--- src/rtl/regfile_wb_scheduler_pkg.sv ---
// Shared types and constants for the register-file write-back scheduler.
// Latency: n/a (package only).
// Backpressure: n/a (package only).
package regfile_wb_scheduler_pkg;

  localparam int              REG_W    = 4;
  localparam logic [REG_W-1:0] RNONE   = 4'hF;
  localparam logic [REG_W-1:0] RSP     = 4'h4;
  localparam int              BUNDLE_W = 136;

  typedef enum logic [1:0] {
    IDLE = 2'd0,
    WR_E = 2'd1,
    WR_M = 2'd2
  } wb_state_e;

  // One write-back bundle: ALU result and memory result with their targets.
  typedef struct packed {
    logic [REG_W-1:0] dst_e;
    logic [63:0]      val_e;
    logic [REG_W-1:0] dst_m;
    logic [63:0]      val_m;
  } wb_bundle_t;

  // First write phase a bundle needs; bundles with no destination never reach here.
  function automatic wb_state_e first_state(input wb_bundle_t b);
    return (b.dst_e != RNONE) ? WR_E : WR_M;
  endfunction

endpackage

--- src/rtl/regfile_wb_scheduler_fifo.sv ---
// Write-back bundle buffer: DEPTH-entry circular FIFO of 136-bit bundles.
// Latency: a push is visible at the head the cycle after it is written.
// Backpressure: full is raised at DEPTH entries; the caller must not push when full.
module wb_bundle_fifo #(
  parameter int DEPTH = 2,
  parameter int W     = 136
) (
  input  logic         clk,
  input  logic         rst_n,
  input  logic         push,
  input  logic [W-1:0] push_dat,
  input  logic         pop,
  output logic         full,
  output logic         empty,
  output logic         multi,
  output logic [W-1:0] head_dat,
  output logic [W-1:0] sec_dat
);

  localparam int PW = (DEPTH > 1) ? $clog2(DEPTH) : 1;
  localparam int CW = $clog2(DEPTH + 1);

  logic [W-1:0]  mem_q [DEPTH];
  logic [W-1:0]  mem_d [DEPTH];
  logic [PW-1:0] rd_q, rd_d, wr_q, wr_d;
  logic [CW-1:0] cnt_q, cnt_d;

  function automatic logic [PW-1:0] inc_ptr(input logic [PW-1:0] p);
    return (p == PW'(DEPTH - 1)) ? '0 : p + PW'(1);
  endfunction

  // Next storage, pointers and occupancy from push/pop.
  always_comb begin
    mem_d = mem_q;
    rd_d  = rd_q;
    wr_d  = wr_q;
    if (push) begin
      mem_d[wr_q] = push_dat;
      wr_d        = inc_ptr(wr_q);
    end
    if (pop) begin
      rd_d = inc_ptr(rd_q);
    end
    cnt_d = cnt_q + CW'(push) - CW'(pop);
  end

  // Buffer state register.
  always_ff @(posedge clk or negedge rst_n) begin
    if (!rst_n) begin
      for (int i = 0; i < DEPTH; i++) mem_q[i] <= '0;
      rd_q  <= '0;
      wr_q  <= '0;
      cnt_q <= '0;
    end else begin
      mem_q <= mem_d;
      rd_q  <= rd_d;
      wr_q  <= wr_d;
      cnt_q <= cnt_d;
    end
  end

  assign full     = (cnt_q == CW'(DEPTH));
  assign empty    = (cnt_q == '0);
  assign multi    = (cnt_q > CW'(1));
  assign head_dat = mem_q[rd_q];
  // Entry behind the head; only meaningful when multi is set.
  assign sec_dat  = mem_q[inc_ptr(rd_q)];

endmodule

--- src/rtl/regfile_wb_scheduler.sv ---
// Serialises write-back bundles (dstE then dstM) onto a single register-file write port.
// Latency: first write the cycle after acceptance into an idle scheduler; one write per cycle sustained.
// Backpressure: wb_ready drops while the bundle buffer is full, independent of a same-cycle pop.
module regfile_wb_scheduler
  import regfile_wb_scheduler_pkg::*;
#(
  parameter int DEPTH = 2,
  parameter int NREG  = 15
) (
  input  logic             clk,
  input  logic             rst_n,
  input  logic             wb_valid,
  output logic             wb_ready,
  input  logic [REG_W-1:0] wb_dstE,
  input  logic [63:0]      wb_valE,
  input  logic [REG_W-1:0] wb_dstM,
  input  logic [63:0]      wb_valM,
  output logic             rf_we,
  output logic [REG_W-1:0] rf_waddr,
  output logic [63:0]      rf_wdata,
  input  logic [REG_W-1:0] rd_srcA,
  input  logic [REG_W-1:0] rd_srcB,
  output logic             rd_stall,
  output logic [NREG-1:0]  pend_mask,
  output logic             busy
);

  // Counters must cover every write of a full buffer (two per bundle).
  localparam int CW = $clog2(2 * DEPTH + 1);

  wb_state_e     state_q, state_d, after_pop;
  wb_bundle_t    in_b, head_b, sec_b;
  logic          push, pop, full, empty, multi;
  logic [CW-1:0] cnt_q [NREG];
  logic [CW-1:0] cnt_d [NREG];

  assign in_b = '{dst_e: wb_dstE, val_e: wb_valE, dst_m: wb_dstM, val_m: wb_valM};

  assign wb_ready = !full;
  // Bundles with no destination are accepted and dropped on the floor.
  assign push = wb_valid && wb_ready && !((wb_dstE == RNONE) && (wb_dstM == RNONE));

  wb_bundle_fifo #(
    .DEPTH (DEPTH),
    .W     (BUNDLE_W)
  ) u_fifo (
    .clk      (clk),
    .rst_n    (rst_n),
    .push     (push),
    .push_dat (in_b),
    .pop      (pop),
    .full     (full),
    .empty    (empty),
    .multi    (multi),
    .head_dat (head_b),
    .sec_dat  (sec_b)
  );

  // Phase after retiring the head: the next buffered bundle, else one arriving this cycle.
  always_comb begin
    after_pop = IDLE;
    if (multi) after_pop = first_state(sec_b);
    else if (push) after_pop = first_state(in_b);
  end

  // Write-phase FSM next state and write-port drive.
  always_comb begin
    state_d  = state_q;
    pop      = 1'b0;
    rf_we    = 1'b0;
    rf_waddr = RNONE;
    rf_wdata = '0;
    case (state_q)
      IDLE: begin
        // A bundle arriving into an empty buffer is scheduled straight away.
        if (!empty) state_d = first_state(head_b);
        else if (push) state_d = first_state(in_b);
      end
      WR_E: begin
        rf_we    = 1'b1;
        rf_waddr = head_b.dst_e;
        rf_wdata = head_b.val_e;
        if (head_b.dst_m != RNONE) begin
          state_d = WR_M;
        end else begin
          pop     = 1'b1;
          state_d = after_pop;
        end
      end
      WR_M: begin
        rf_we    = 1'b1;
        rf_waddr = head_b.dst_m;
        rf_wdata = head_b.val_m;
        pop      = 1'b1;
        state_d  = after_pop;
      end
      default: state_d = IDLE;
    endcase
  end

  // FSM state register.
  always_ff @(posedge clk or negedge rst_n) begin
    if (!rst_n) state_q <= IDLE;
    else        state_q <= state_d;
  end

  // Pending counts: enqueue increments and the current write's decrement net out.
  always_comb begin
    for (int i = 0; i < NREG; i++) begin
      cnt_d[i] = cnt_q[i]
               + CW'(push && (wb_dstE == REG_W'(i)))
               + CW'(push && (wb_dstM == REG_W'(i)))
               - CW'(rf_we && (rf_waddr == REG_W'(i)));
    end
  end

  // Pending counter registers.
  always_ff @(posedge clk or negedge rst_n) begin
    if (!rst_n) begin
      for (int i = 0; i < NREG; i++) cnt_q[i] <= '0;
    end else begin
      for (int i = 0; i < NREG; i++) cnt_q[i] <= cnt_d[i];
    end
  end

  // Pending mask and decode stall; RNONE and out-of-range IDs never match a counter.
  always_comb begin
    pend_mask = '0;
    rd_stall  = 1'b0;
    for (int i = 0; i < NREG; i++) begin
      pend_mask[i] = (cnt_q[i] != '0);
      if (pend_mask[i] && ((rd_srcA == REG_W'(i)) || (rd_srcB == REG_W'(i)))) rd_stall = 1'b1;
    end
  end

  assign busy = (state_q != IDLE) || !empty;

endmodule

--- config.mk ---
export PLATFORM = sky130hd
export DESIGN_NAME = regfile_wb_scheduler
export DESIGN_NICKNAME = d
export VERILOG_FILES = /design/src/rtl/regfile_wb_scheduler_pkg.sv /design/src/rtl/regfile_wb_scheduler_fifo.sv /design/src/rtl/regfile_wb_scheduler.sv
export SDC_FILE = /design/constraint.sdc
export NUM_CORES = 1
export LEC_CHECK = 0
export BUFFER_PORTS_ARGS = -buffer_cell sky130_fd_sc_hd__buf_4
export CAP_MARGIN = 30
export CORE_ASPECT_RATIO = 1.4
export CORE_MARGIN = 4
export CORE_UTILIZATION = 60
export CTS_CLUSTER_DIAMETER = 150
export CTS_CLUSTER_SIZE = 40
export DETAILED_ROUTE_END_ITERATION = 10
export PLACE_DENSITY_LB_ADDON = 0.1
export SETUP_SLACK_MARGIN = 0.05
export SLEW_MARGIN = 20
export SYNTH_ARGS = -nofsm -noshare
export SYNTH_HDL_FRONTEND = slang
export SYNTH_SLANG_ARGS = --single-unit
--- constraint.sdc ---
create_clock -name clk -period 8.6 [get_ports clk]
set_input_delay 1.72 -clock clk [delete_from_list [all_inputs] [get_ports clk]]
set_output_delay 1.72 -clock clk [all_outputs]
set_load 0.05 [all_outputs]
======== Word level (Yosys, flattened, before mapping) ========
Cells that the tools add are included.
W data, S select, Z words.
cells by class
  add/sub/neg operators ................... 49
  multipliers ............................. 0
  div/mod/pow operators ................... 0
  magnitude comparators ................... 5
  eq/ne operators ......................... 80
  shift-type cells ........................ 0
  muxes and demuxes ....................... 40
  bitwise gates (word level) .............. 3
  reductions and logical operators ........ 107
operators with widths
  kind                  count
  $mux W136             7
  $bwmux W272           1
  $eq A4 B4 Y1 const B  37
  $demux W136 S1        1
  $pmux W64 S2          1
  $add A3 B1 Y3         30
  $eq A4 B3 Y1 const B  20
  $logic_and A1 B1 Y1   64
  $reduce_bool A3 Y1    15
  $sub A3 B1 Y3         15
  $eq A4 B2 Y1 const B  10
  $eq A4 B1 Y1 const B  5
  $logic_not A4 Y1      5
  $mux W1               19
  $logic_or A1 B1 Y1    16
  $mux W2               8
  $ne A4 B4 Y1 const B  4
  $pmux W4 S2           1
  $ge A2 B2 Y1 const B  3
  $not A1 Y2            3
  $pmux W2 S3           1
  $eq A2 B2 Y1 const B  2
  $logic_not A2 Y1      2
  $logic_not A1 Y1      3
  10 further kinds      11
word-level totals
  flip-flop bits (word level) ............. 323
  latch bits .............................. 0
  bits in writable memories ............... 0
  ROM bits ................................ 0
  input port bits ......................... 147
  output and inout bits ................... 87
  logic and storage cells ................. 305
  memories ................................ 0

======== Logic depth before layout (Yosys ltp) ========
Gate-level depths: netlist of the first run.
  word-level depth ........................ 18
  mapped depth ............................ 13
  gate-level depth less buffers ........... 12

======== Modules after synthesis ========
Synthesis of the first run repeated with hierarchy kept, for this count alone.
second synthesis, totals
  cells, all modules ...................... 1376
  area, all modules ....................... 17948.5 um2
by module, submodules not included
  module                instances  cells an instance  area each (um2)  seq. area each (um2)
  wb_bundle_fifo        1          892                13613.1          6906.6
  regfile_wb_scheduler  1          484                4335.4           1176.1

======== Worst setup path before layout of the first run ========
Ideal clock, no wire load.
  kind .................................... input port to output port
  start point ............................. input rd_srcA[3]
  end point ............................... output rd_stall
  arrival time ............................ 2.944 ns
  required time ........................... 6.880 ns
  setup slack ............................. 3.936 ns
  stages .................................. 5
  buffers on the path ..................... 0
  cells stage by stage .................... nand2b_1 o32ai_1 a222oi_1 and4_1 nand4b_1
between the ends
  cells in the longest elaborated chain, start to end .. 18
  elaborated cells on any way between the ends .. 60
  classes of those cells .................. eq/ne: 14; mux: 15; reduce/logical: 31
RTL lines
  element                line                         RTL
  from (decl)            regfile_wb_scheduler.sv:21   input logic [REG_W-1:0] rd_srcA,
  $logic_not A4 Y1       regfile_wb_scheduler.sv:132  if (pend_mask[i] && ((rd_srcA == REG_W'(i)) || (rd_srcB == REG_W'(i)))) rd_stall = 1'b1;
  $logic_or A1 B1 Y1     regfile_wb_scheduler.sv:132
  $logic_and A1 B1 Y1    regfile_wb_scheduler.sv:132
  $mux W1 (14 in a row)  regfile_wb_scheduler.sv:132
  $mux W1 (*)            regfile_wb_scheduler.sv:132
  to (decl)              regfile_wb_scheduler.sv:23   output logic rd_stall,
Mark *: on every way between the ends. The rest lies on a longest branch, timed or not.

======== Worst setup path after layout of the first run ========
  start point ............................. input rd_srcB[3]
  end point ............................... output rd_stall
between the ends
  cells in the longest elaborated chain, start to end .. 18
  elaborated cells on any way between the ends .. 60
  classes of those cells .................. eq/ne: 14; mux: 15; reduce/logical: 31
RTL lines
  element                line                         RTL
  from (decl)            regfile_wb_scheduler.sv:22   input logic [REG_W-1:0] rd_srcB,
  $logic_not A4 Y1       regfile_wb_scheduler.sv:132
  $logic_or A1 B1 Y1     regfile_wb_scheduler.sv:132
  $logic_and A1 B1 Y1    regfile_wb_scheduler.sv:132
  $mux W1 (14 in a row)  regfile_wb_scheduler.sv:132
  $mux W1 (*)            regfile_wb_scheduler.sv:132
Marks and branches as above.

==> results of run 1 <==
final cells by class:
cell class / instances / share of cell area, %
inverters: 54 / 1.11
repair buffers: 244 / 10.3
multi-input cells: 783 / 40.5
flip-flops and latches: 323 / 43.7
diodes: 2 / 0.0270
well taps: 365 / 2.47
clock buffers: 14 / 1.78
clock inverters: 1 / 0.162
cell usage in the layout, fill, tap and decap left out, types with 2 or more instances in the layout:
| cell | instances |
|---|---|
| dfrtp_1 | 322 |
| buf_4 | 239 |
| mux2_1 | 163 |
| mux2i_1 | 139 |
| mux2_2 | 110 |
| nor2b_1 | 66 |
| o22a_1 | 64 |
| inv_1 | 51 |
| nor2_1 | 35 |
| nand2_1 | 30 |
| fa_1 | 30 |
| xnor2_1 | 23 |
| ha_1 | 20 |
| or3_1 | 16 |
| nand2b_1 | 15 |
| clkbuf_16 | 13 |
| xor2_1 | 10 |
| o22ai_1 | 9 |
| o32ai_1 | 6 |
| nand4_1 | 5 |
| nor3_1 | 5 |
| o221ai_1 | 4 |
| or2_2 | 4 |
| nand3_1 | 4 |
| a22oi_1 | 4 |
| o21ai_0 | 3 |
| a22o_1 | 3 |
| diode_2 | 2 |
| inv_2 | 2 |
| buf_16 | 2 |
| buf_12 | 2 |
per-stage QoR:
stage               utilization [%]  cells  setup WS, ns
floorplan                         -   1230          3.94
global placement               67.5   1767          3.91
detailed placement             67.6   1768          3.90
CTS                            68.9   1783          3.90
global route                   69.0   1786          3.75
finish                         69.0   1786          3.89
kinds of logic after synthesis:
family / Yosys count / share of synthesized area [%]
compound gates: 97 / 5.07
xor+xnor: 33 / 1.78
fa+ha+maj: 51 / 5.31
buf+inv: 124 / 4.18
flops: 323 / 49.7
mux: 412 / 27.5
simple gates: 190 / 6.44
report_power, final:
group,internal [W],switching [W]
sequential,0.00232,0.000445
clock,0.000283,0.000456
combinational,0.00175,0.00217
registers in the layout, indices dropped and copies added (netlist names):
name	count
u_fifo.wr_q	1
u_fifo.mem_q	272
u_fifo.cnt_q	2
u_fifo.rd_q	1
cnt_q	45
state_q	2
worst reg2reg max path, stage by stage, from the launching register on:
cell      delay, ns
dfrtp_1        0.44
inv_1          0.10
ha_1           0.20
inv_2          0.11
o221ai_1       0.58
nand2b_1       0.27
nor2_1         0.07
ha_1           0.28
inv_1          0.05
fa_1           0.40
fa_1           0.39
xor2_1         0.20
xnor2_1        0.14
layer usage:
metal | up-vias | part of all wire [%]
li1 | 4690 | -
met5 | - | 0.092
met3 | 44 | 5.2
met1 | 5248 | 42
met2 | 212 | 51
met4 | 4 | 1.7
worst paths after layout:
path	startpoint	end	slack, ns	depth (start not counted)
setup / recovery	rd_srcB[3]	rd_stall	3.89	7
hold / removal	cnt_q[38]$_DFF_PN0_	cnt_q[38]$_DFF_PN0_	0.47	1
setup reg to reg	state_q[0]$_DFFE_PN0P_	cnt_q[26]$_DFF_PN0_	5.30	12
hold reg to reg	cnt_q[38]$_DFF_PN0_	cnt_q[38]$_DFF_PN0_	0.47	1
max in group asynchronous	rst_n	u_fifo.mem_q[106]$_DFFE_PN0P_	5.97	3
min in group asynchronous	rst_n	u_fifo.mem_q[125]$_DFFE_PN0P_	1.08	1
==> key figures, run 1 <==
Status
  • Status: finished, final reports clean

Timing
  • Worst relative slew slack: 36.1%
  • Max Freq: 0.212 GHz
  • Hold slack: 0.474 ns
  • Final slew viol count: 0
  • Worst-margin pin slew: 0.958 ns
  • Fin crit period: 4.71 ns
  • Final Hold Fails: 0
  • Setup TNS: 0 ns
  • Max Clock Skew: 0.0604 ns
  • Count of final setup violators: 0
  • Final critical-path share of the clock period: 54.7%
  • Unrepaired setup endpoints after global routing: false

Place
  • GPL Wtd Cong: 0.925
  • PortBufs: 233
  • Final HPWL DP: 23.7 mm
  • DP Area: 18100 µm²

Floorplanning
  • Num rows: 71
  • Die Ht: 203 µm
  • Core area: 26800 µm²
  • Ports: 234
  • Initial Util: 60.6%
  • Die area: 29800 µm²
  • DIE WIDTH: 147 µm

Detailed routing
  • Initial DRC count: 475
  • WL/cell: 19.5 µm
  • Final ANT Viol Nets: 0
  • DRC violations left: 0
  • DR pass1 iterations: 7
  • Routed vias/inst: 5.71
  • Vias: 10200
  • Drt total wl: 34.9 mm

Worst setup path
  • Most numerous cell on the critical path: buf_4
  • CP required: 6.88 ns
  • CP Max Fanout: 7
  • Arrival time at the worst endpoint: 2.99 ns
  • Worst path slowest cell: a222oi_1
  • Buffers & Inverters on Critical Path: 2
  • Delay-heaviest family, CP: simple AND/OR/NAND/NOR gates
  • Critical path startpoint category: primary input
  • Worst Setup End Kind: output port
  • Crit-path cells: buf_4 > nand2b_1 > o32ai_1 > a222oi_1 > and4_1 > nand4b_1 > buf_4
  • Critical path class: in -> out
  • Slowest Stage Delay on Critical Path: 0.32 ns

Finish
  • Final net count: 1616
  • Ratio of cells with drive above 1 in the final layout: 26.8%
  • Storage cell area: 8090 µm²
  • Filler cell count: 2099
  • Multi-input combinational cell area: 7500 µm²
  • Fin area: 18500 µm²
  • Area growth syn-to-layout: 14.0%

Logic synthesis
  • Share of the synthesized area in the top cell type: 49.7%
  • Area of the mapped netlist: 16200 µm²
  • Most frequent cell after synthesis: dfrtp_1
  • Post-synth top area cell: dfrtp_1
  • Yosys cell types: 46
  • Post-synth EDFFs: 0
  • Top cells by count, synth: 323 x dfrtp_1, 163 x mux2_1, 139 x mux2i_1, 110 x mux2_2, 66 x nor2b_1
  • Post-Syn Instances: 1230
  • Yosys warning count: 0
  • Asr flop ratio synth: 100%
  • Synth top area cells: dfrtp_1 50%, mux2_1 11%, mux2i_1 8.6%
  • Syn_nets: 1428
  • Main synth FF type: dfrtp_1
  • Avg Cell Area, Syn: 13.2 µm²
  • Register area share after synthesis: 49.7%
  • Number of synthesized register bits: 323

Worst hold path
  • Hold Path Class: reg -> reg

GRT
  • Initial antenna violation count: 4
  • GR Util met3: 4.55%
  • Gr usage total: 23.6%
  • First-pass GRT wire length: 57.4 mm
  • Grt met2 use: 41.1%
  • GR Util met1: 31.1%
  • Busiest grt layer: met2
  • Largest net degree at the start of global routing: 139
  • Grt total ovfl: 0
  • Vias in the first global route: 10900

Clock network
  • H-tree levels: 1
  • Post_cts resized: 0
  • Clock buffer depth: 3
  • Clk slew on worst S/H paths: 0.13 ns
  • Clock sinks: 323
  • Clk_lat worst skew: 0.51 ns
  • TritonCTS buffer count: 12
  • # Post-CTS Setup Buffers: 0
  • Hold-fix buffers, CTS: 0
  • CTS tree: built
  • Clock root cell: clkbuf_16

Pwr
  • Final Power: 0.00742 W
  • Max VDD drop: 0.266 mV
  • Pwr Density: 400 nW/µm²
  • Leakage dissipation: 8.37 nW

Flow run
  • Max Cap Viol: 0
Power figures use the tool's default switching activity.
==> inputs of run 2 (changes only) <==
--- a/config.mk
+++ b/config.mk
@@ -9,7 +9,7 @@
 export CAP_MARGIN = 30
 export CORE_ASPECT_RATIO = 1.4
 export CORE_MARGIN = 4
-export CORE_UTILIZATION = 60
+export CORE_UTILIZATION = 52
 export CTS_CLUSTER_DIAMETER = 150
 export CTS_CLUSTER_SIZE = 40
 export DETAILED_ROUTE_END_ITERATION = 10
==> constraint.sdc (replaced) <==
create_clock -name clk -period 3.9 [get_ports clk]
set_input_delay 0.78 -clock clk [delete_from_list [all_inputs] [get_ports clk]]
set_output_delay 0.78 -clock clk [all_outputs]
set_load 0.05 [all_outputs]
==> key figures, run 2 (synthesis results as in run 1) <==
Status
  • Status: finished, final reports clean

Clock network
  • Clk_lat worst skew: 0.52 ns (about the same)
  • TritonCTS buffer count: 12 (unchanged)
  • # Post-CTS Setup Buffers: 0 (unchanged)
  • Hold-fix buffers, CTS: 0 (unchanged)
  • Clock root cell: clkbuf_16
  • CTS tree: built
  • Post_cts resized: 0 (unchanged)
  • Clock buffer depth: 3 (unchanged)
  • Clk slew on worst S/H paths: 0.15 ns (+0.02 ns)
  • Clock sinks: 323 (unchanged)
  • H-tree levels: 1 (unchanged)

Detailed routing
  • Initial DRC count: 421 (-11%)
  • DR pass1 iterations: 4 (-3)
  • Final ANT Viol Nets: 0 (unchanged)
  • Drt total wl: 36.7 mm (+5.4%)
  • DRC violations left: 0 (unchanged)
  • Routed vias/inst: 5.62 (-1.6%)
  • WL/cell: 20.2 µm (+3.5%)
  • Vias: 10200 (+0.18%)

Floorplanning
  • Num rows: 76 (+7.0%)
  • Core area: 30800 µm² (+15%)
  • Initial Util: 52.7% (-7.8 points)
  • DIE WIDTH: 157 µm (+7.0%)
  • Die Ht: 217 µm (+7.1%)
  • Ports: 234 (unchanged)
  • Die area: 34200 µm² (+15%)

Pwr
  • Max VDD drop: 0.676 mV (+150%)
  • Reported net switching power: 0.00686 W (+120%)
  • Sw frac: 41.5% (+0.14 points)
  • Leakage dissipation: 8.44 nW (+0.81%)
  • Int Pwr: 0.00967 W (+120%)
  • Pwr Density: 884 nW/µm² (+120%)
  • Combinational fraction of design power: 53.2% (+0.4 points)
  • Clock share of power: 10.0% (about the same)
  • Sequential Power Share: 36.8% (-0.4 points)

Finish
  • Largest register FFs: 272 (unchanged)
  • Non-Filler Instances: 1818 (+1.8%)
  • Most common cell after layout, fill and taps aside: dfrtp_1
  • Filler cell count: 2531 (+21%)
  • Storage cell area: 8090 µm² (unchanged)
  • Most frequent cells in the layout: 322 x dfrtp_1, 240 x buf_4, 163 x mux2_1
  • Ratio of cells with drive above 1 in the final layout: 27.3% (+0.41 points)
  • Biggest regs: u_fifo.mem_q: 272 flops, cnt_q: 45 flops
  • Area growth syn-to-layout: 15.0%
  • Final net count: 1624 (+0.50%)
  • Multi-input combinational cell area: 7500 µm² (unchanged)
  • Fin area: 18700 µm² (+0.87%)
  • Top reg by flops: u_fifo.mem_q

Worst setup path
  • Worst Setup End Kind: output port
  • CP Max Fanout: 129 (+122)
  • Arrival time at the worst endpoint: 2.90 ns (-0.09 ns)
  • CP required: 3.12 ns (-3.76 ns)
  • Critical path class: reg -> out
  • Critical path startpoint category: register

Timing
  • Max Clock Skew: 0.0664 ns (+0.00603 ns)
  • Setup TNS: 0 ns (unchanged)
  • Worst-margin pin slew: 1.02 ns (+0.0615 ns)
  • Fin crit period: 3.68 ns
  • Worst relative slew slack: 32.0% (-4.1 points)
  • Max Freq: 0.272 GHz
  • Final critical-path share of the clock period: 94.3%
  • Final Hold Fails: 0 (unchanged)
  • Final slew viol count: 0 (unchanged)
  • Count of final setup violators: 0 (unchanged)
  • Unrepaired setup endpoints after global routing: false

Place
  • Cells after DPL: 1802 (+1.9%)
  • Final HPWL DP: 24.9 mm (+5.2%)
  • GPL Wtd Cong: 0.879 (-4.9%)
  • DP Area: 18300 µm² (+1.1%)
  • PortBufs: 233 (unchanged)

GRT
  • Grt total ovfl: 0 (unchanged)
  • Initial antenna violation count: 1 (-3)
  • Vias in the first global route: 11200 (+2.8%)
  • Largest net degree at the start of global routing: 130 (-6.5%)
  • Gr usage total: 21.6% (-2.0 points)
  • First-pass GRT wire length: 59.5 mm (+3.7%)

Worst hold path
  • Hold Path Class: in -> async

Flow run
  • Max Cap Viol: 0 (unchanged)
-- run 2: cell types whose count changed in the layout (fill, tap and decap cells not counted), sizes merged --
cell / delta
buf: +8
diode: -1
-- run 2: metal layers --
metal	GRT usage [%]	vias to the layer above	share of wire, %
met2	38.3	222	51
met4	4.65	0	1.9
li1	-	4695	-
met5	0	-	0
met1	27.4	5251	41
met3	4.50	48	6.4
-- run 2: cell type report --
cell class / count / share of cell area, %
timing repair buffer: 252 / 10.9
tap: 390 / 2.61
clock buffer: 14 / 1.76
sequential: 323 / 43.3
clock inverter: 1 / 0.161
antenna: 1 / 0.0134
multi-input combinational: 783 / 40.2
inverter: 54 / 1.10
-- run 2: final timing paths --
path / from / endpoint / slack (ns) / cells after the start
worst max register to register: state_q[1]$_DFFE_PN0P_ / cnt_q[44]$_DFF_PN0_ / 0.66 / 12
worst max-delay path: u_fifo.rd_q$_DFFE_PN0P_ / rf_wdata[44] / 0.22 / 5
min in group clk: wb_valE[62] / u_fifo.mem_q[130]$_DFFE_PN0P_ / 0.46 / 2
worst min-delay path: rst_n / u_fifo.mem_q[196]$_DFFE_PN0P_ / 0.33 / 1
worst min register to register: cnt_q[11]$_DFF_PN0_ / cnt_q[11]$_DFF_PN0_ / 0.48 / 1
max in group asynchronous: rst_n / u_fifo.mem_q[165]$_DFFE_PN0P_ / 2.75 / 2
-- run 2: through the flow --
stage / util, % / power (W) / setup slack (ns) / hold slack (ns)
after floorplan: - / 0.0127 / 0.118 / 0.440
after global placement: 59.5 / 0.0148 / 0.505 / 0.455
after detailed placement: 59.5 / 0.0151 / 0.398 / 0.460
after CTS: 60.6 / 0.0167 / 0.206 / 0.381
after global routing: 60.6 / 0.0177 / 0.0785 / 0.392
final: 60.6 / 0.0165 / 0.221 / 0.329
-- run 2: worst max-delay path, stage by stage (launching register included) --
cell     delay, ns
dfrtp_4       0.59
buf_12        0.72
mux2i_1       0.22
o22a_1        0.22
nor2b_1       0.24
buf_4         0.26
-- run 2: power groups by stage --
stage	Clock [W]	Sequential (W)	Combinational, W
floorplan	0	0.00584	0.00685
global placement	0	0.00607	0.00869
detailed placement	0	0.00616	0.00889
CTS	0.00172	0.00608	0.00892
global route	0.00182	0.00630	0.00962
finish	0.00165	0.00608	0.00879
==> inputs of run 3 (changes only) <==
--- a/config.mk
+++ b/config.mk
@@ -9,7 +9,7 @@
 export CAP_MARGIN = 30
 export CORE_ASPECT_RATIO = 1.4
 export CORE_MARGIN = 4
-export CORE_UTILIZATION = 52
+export CORE_UTILIZATION = 58
 export CTS_CLUSTER_DIAMETER = 150
 export CTS_CLUSTER_SIZE = 40
 export DETAILED_ROUTE_END_ITERATION = 10
==> constraint.sdc (replaced) <==
create_clock -name clk -period 3.5 [get_ports clk]
set_input_delay 0.7 -clock clk [delete_from_list [all_inputs] [get_ports clk]]
set_output_delay 0.7 -clock clk [all_outputs]
set_load 0.05 [all_outputs]
==> key figures, run 3 (synthesis results as in run 1) <==
Clock network
  • Clk slew on worst S/H paths: 0.14 ns (about the same)
  • CTS tree: built
  • Clk_lat worst skew: 0.51 ns (about the same)
  • Clock sinks: 323 (unchanged)
  • H-tree levels: 1 (unchanged)
  • TritonCTS buffer count: 12 (unchanged)
  • Clock root cell: clkbuf_16
  • # Post-CTS Setup Buffers: 0 (unchanged)
  • Clock buffer depth: 3 (unchanged)

Timing
  • Count of final setup violators: 0 (unchanged)
  • Setup TNS: 0 ns (unchanged)
  • Worst-margin pin slew: 0.779 ns (-0.241 ns)
  • Unrepaired setup endpoints after global routing: false
  • Max Freq: 0.302 GHz
  • Final critical-path share of the clock period: 94.6%
  • Final Worst Setup Slack: 0.190 ns (-0.0304 ns)
  • Final Hold Fails: 0 (unchanged)
  • Fin crit period: 3.31 ns
  • Hold slack: 0.154 ns (-0.175 ns)
  • Max Clock Skew: 0.0630 ns (-0.00344 ns)
  • Final slew viol count: 0 (unchanged)
  • Worst relative slew slack: 48.1% (+16 points)

Place
  • PortBufs: 233 (unchanged)
  • DP Area: 18300 µm² (about the same)
  • Cells after DPL: 1784 (-1.0%)
  • GPL Wtd Cong: 0.858 (-2.5%)
  • Final HPWL DP: 24.2 mm (-3.0%)
  • Worst slack at placement: 0.182 ns (-0.217 ns)

Flow run
  • Max Cap Viol: 0 (unchanged)

GRT
  • Grt total ovfl: 0 (unchanged)
  • Largest net degree at the start of global routing: 85 (-35%)
  • Vias in the first global route: 11100 (-0.79%)
  • First-pass GRT wire length: 58.3 mm (-2.0%)
  • Gr usage total: 23.6% (+2.0 points)
  • Initial antenna violation count: 2 (+1)

Worst setup path
  • Worst Setup End Kind: output port
  • CP Max Fanout: 66 (-49%)
  • CP required: 2.80 ns (-0.32 ns)
  • Critical path startpoint category: register
  • Critical path class: reg -> out
  • Arrival time at the worst endpoint: 2.61 ns (-0.29 ns)

Detailed routing
  • Routed vias/inst: 5.68 (+1.0%)
  • DRC violations left: 0 (unchanged)
  • Vias: 10200 (+0.078%)
  • Initial DRC count: 378 (-10%)
  • Final ANT Viol Nets: 0 (unchanged)
  • WL/cell: 19.8 µm (-1.9%)
  • DR pass1 iterations: 4 (unchanged)
  • Drt total wl: 35.7 mm (-2.8%)

Floorplanning
  • DIE WIDTH: 149 µm (-5.0%)
  • Ports: 234 (unchanged)
  • Die Ht: 206 µm (-5.1%)
  • Die area: 30800 µm² (-9.9%)
  • Num rows: 72 (-5.3%)
  • Core area: 27700 µm² (-10%)
  • Initial Util: 58.8% (+6.0 points)

Finish
  • Largest register FFs: 272 (unchanged)
  • Final net count: 1627 (+0.18%)
  • Ratio of cells with drive above 1 in the final layout: 27.7% (+0.43 points)
  • Filler cell count: 2123 (-16%)
  • Non-Filler Instances: 1801 (-0.94%)
  • Most frequent cells in the layout: 322 x dfrtp_1, 244 x buf_4, 163 x mux2_1
  • Area growth syn-to-layout: 15.2%
  • Most common cell after layout, fill and taps aside: dfrtp_1
  • Biggest regs: u_fifo.mem_q: 272 flops, cnt_q: 45 flops
  • Top reg by flops: u_fifo.mem_q
  • Fin area: 18700 µm² (+0.16%)

Pwr
  • Leakage dissipation: 8.46 nW (+0.30%)
  • Pwr Density: 984 nW/µm² (+11%)
  • Max VDD drop: 0.754 mV (+11%)

Status
  • Status: finished, final reports clean

Worst hold path
  • Hold Path Class: in -> async
[run 3: cell types whose count changed in the layout (fill, tap and decap cells not counted), sizes merged]
cell    before  now
buf        252  254
bufbuf       0    1
[run 3: worst max-delay path, cell delays in order, from the launching register on]
cell	delay, ns
dfrtp_1	0.43
inv_1	0.08
ha_2	0.40
buf_4	0.61
nor2b_1	0.31
buf_4	0.24
[run 3: stage by stage]
| step | util, % | power [W] |
|---|---|---|
| after floorplan | - | 0.0142 |
| after global placement | 66.2 | 0.0164 |
| after detailed placement | 66.2 | 0.0168 |
| after CTS | 67.6 | 0.0187 |
| after global routing | 67.7 | 0.0197 |
| final | 67.7 | 0.0184 |
[run 3: worst paths after layout]
path	from	to	slack, ns	cells past startpoint
setup / recovery	state_q[0]$_DFFE_PN0P_	rf_wdata[6]	0.19	5
hold / removal	rst_n	u_fifo.mem_q[126]$_DFFE_PN0P_	0.15	1
setup reg to reg	state_q[1]$_DFFE_PN0P_	cnt_q[17]$_DFF_PN0_	0.43	12
hold reg to reg	cnt_q[26]$_DFF_PN0_	cnt_q[26]$_DFF_PN0_	0.48	1
max in group asynchronous	rst_n	u_fifo.mem_q[224]$_DFFE_PN0P_	2.46	2
min in group clk	wb_valE[58]	u_fifo.mem_q[126]$_DFFE_PN0P_	0.39	2
[run 3: area by class of cell]
type / count / area [µm²] / share of cell area (%)
Antenna cell: 1 / 2.50 / 0.0134
Clock buffer: 14 / 329 / 1.76
Clock inverter: 1 / 30.0 / 0.160
Inverter: 54 / 205 / 1.10
Multi-Input combinational cell: 783 / 7530 / 40.2
Sequential cell: 323 / 8090 / 43.2
Tap cell: 370 / 463 / 2.47
Timing Repair Buffer: 255 / 2070 / 11.0
[run 3: power by group]
| part | internal [W] | leakage [nW] | switching (W) |
|---|---|---|---|
| Clock | 0.000696 | 0.173 | 0.00112 |
| Sequential | 0.00569 | 3.80 | 0.00108 |
| Combinational | 0.00441 | 4.49 | 0.00542 |
[run 3: repair_timing]
action	in CTS	in global routing
endpoints found under the setup margin	15	0
hold buffers	0	0
resized for setup	1	0
[run 3: routing by layer]
layer | up-vias | track usage [%] | share of wire [%]
li1 | 4709 | - | -
met2 | 221 | 41.5 | 51
met5 | - | 0 | 0.056
met3 | 50 | 5.02 | 5.9
met1 | 5242 | 29.8 | 41
met4 | 2 | 6.25 | 2.5
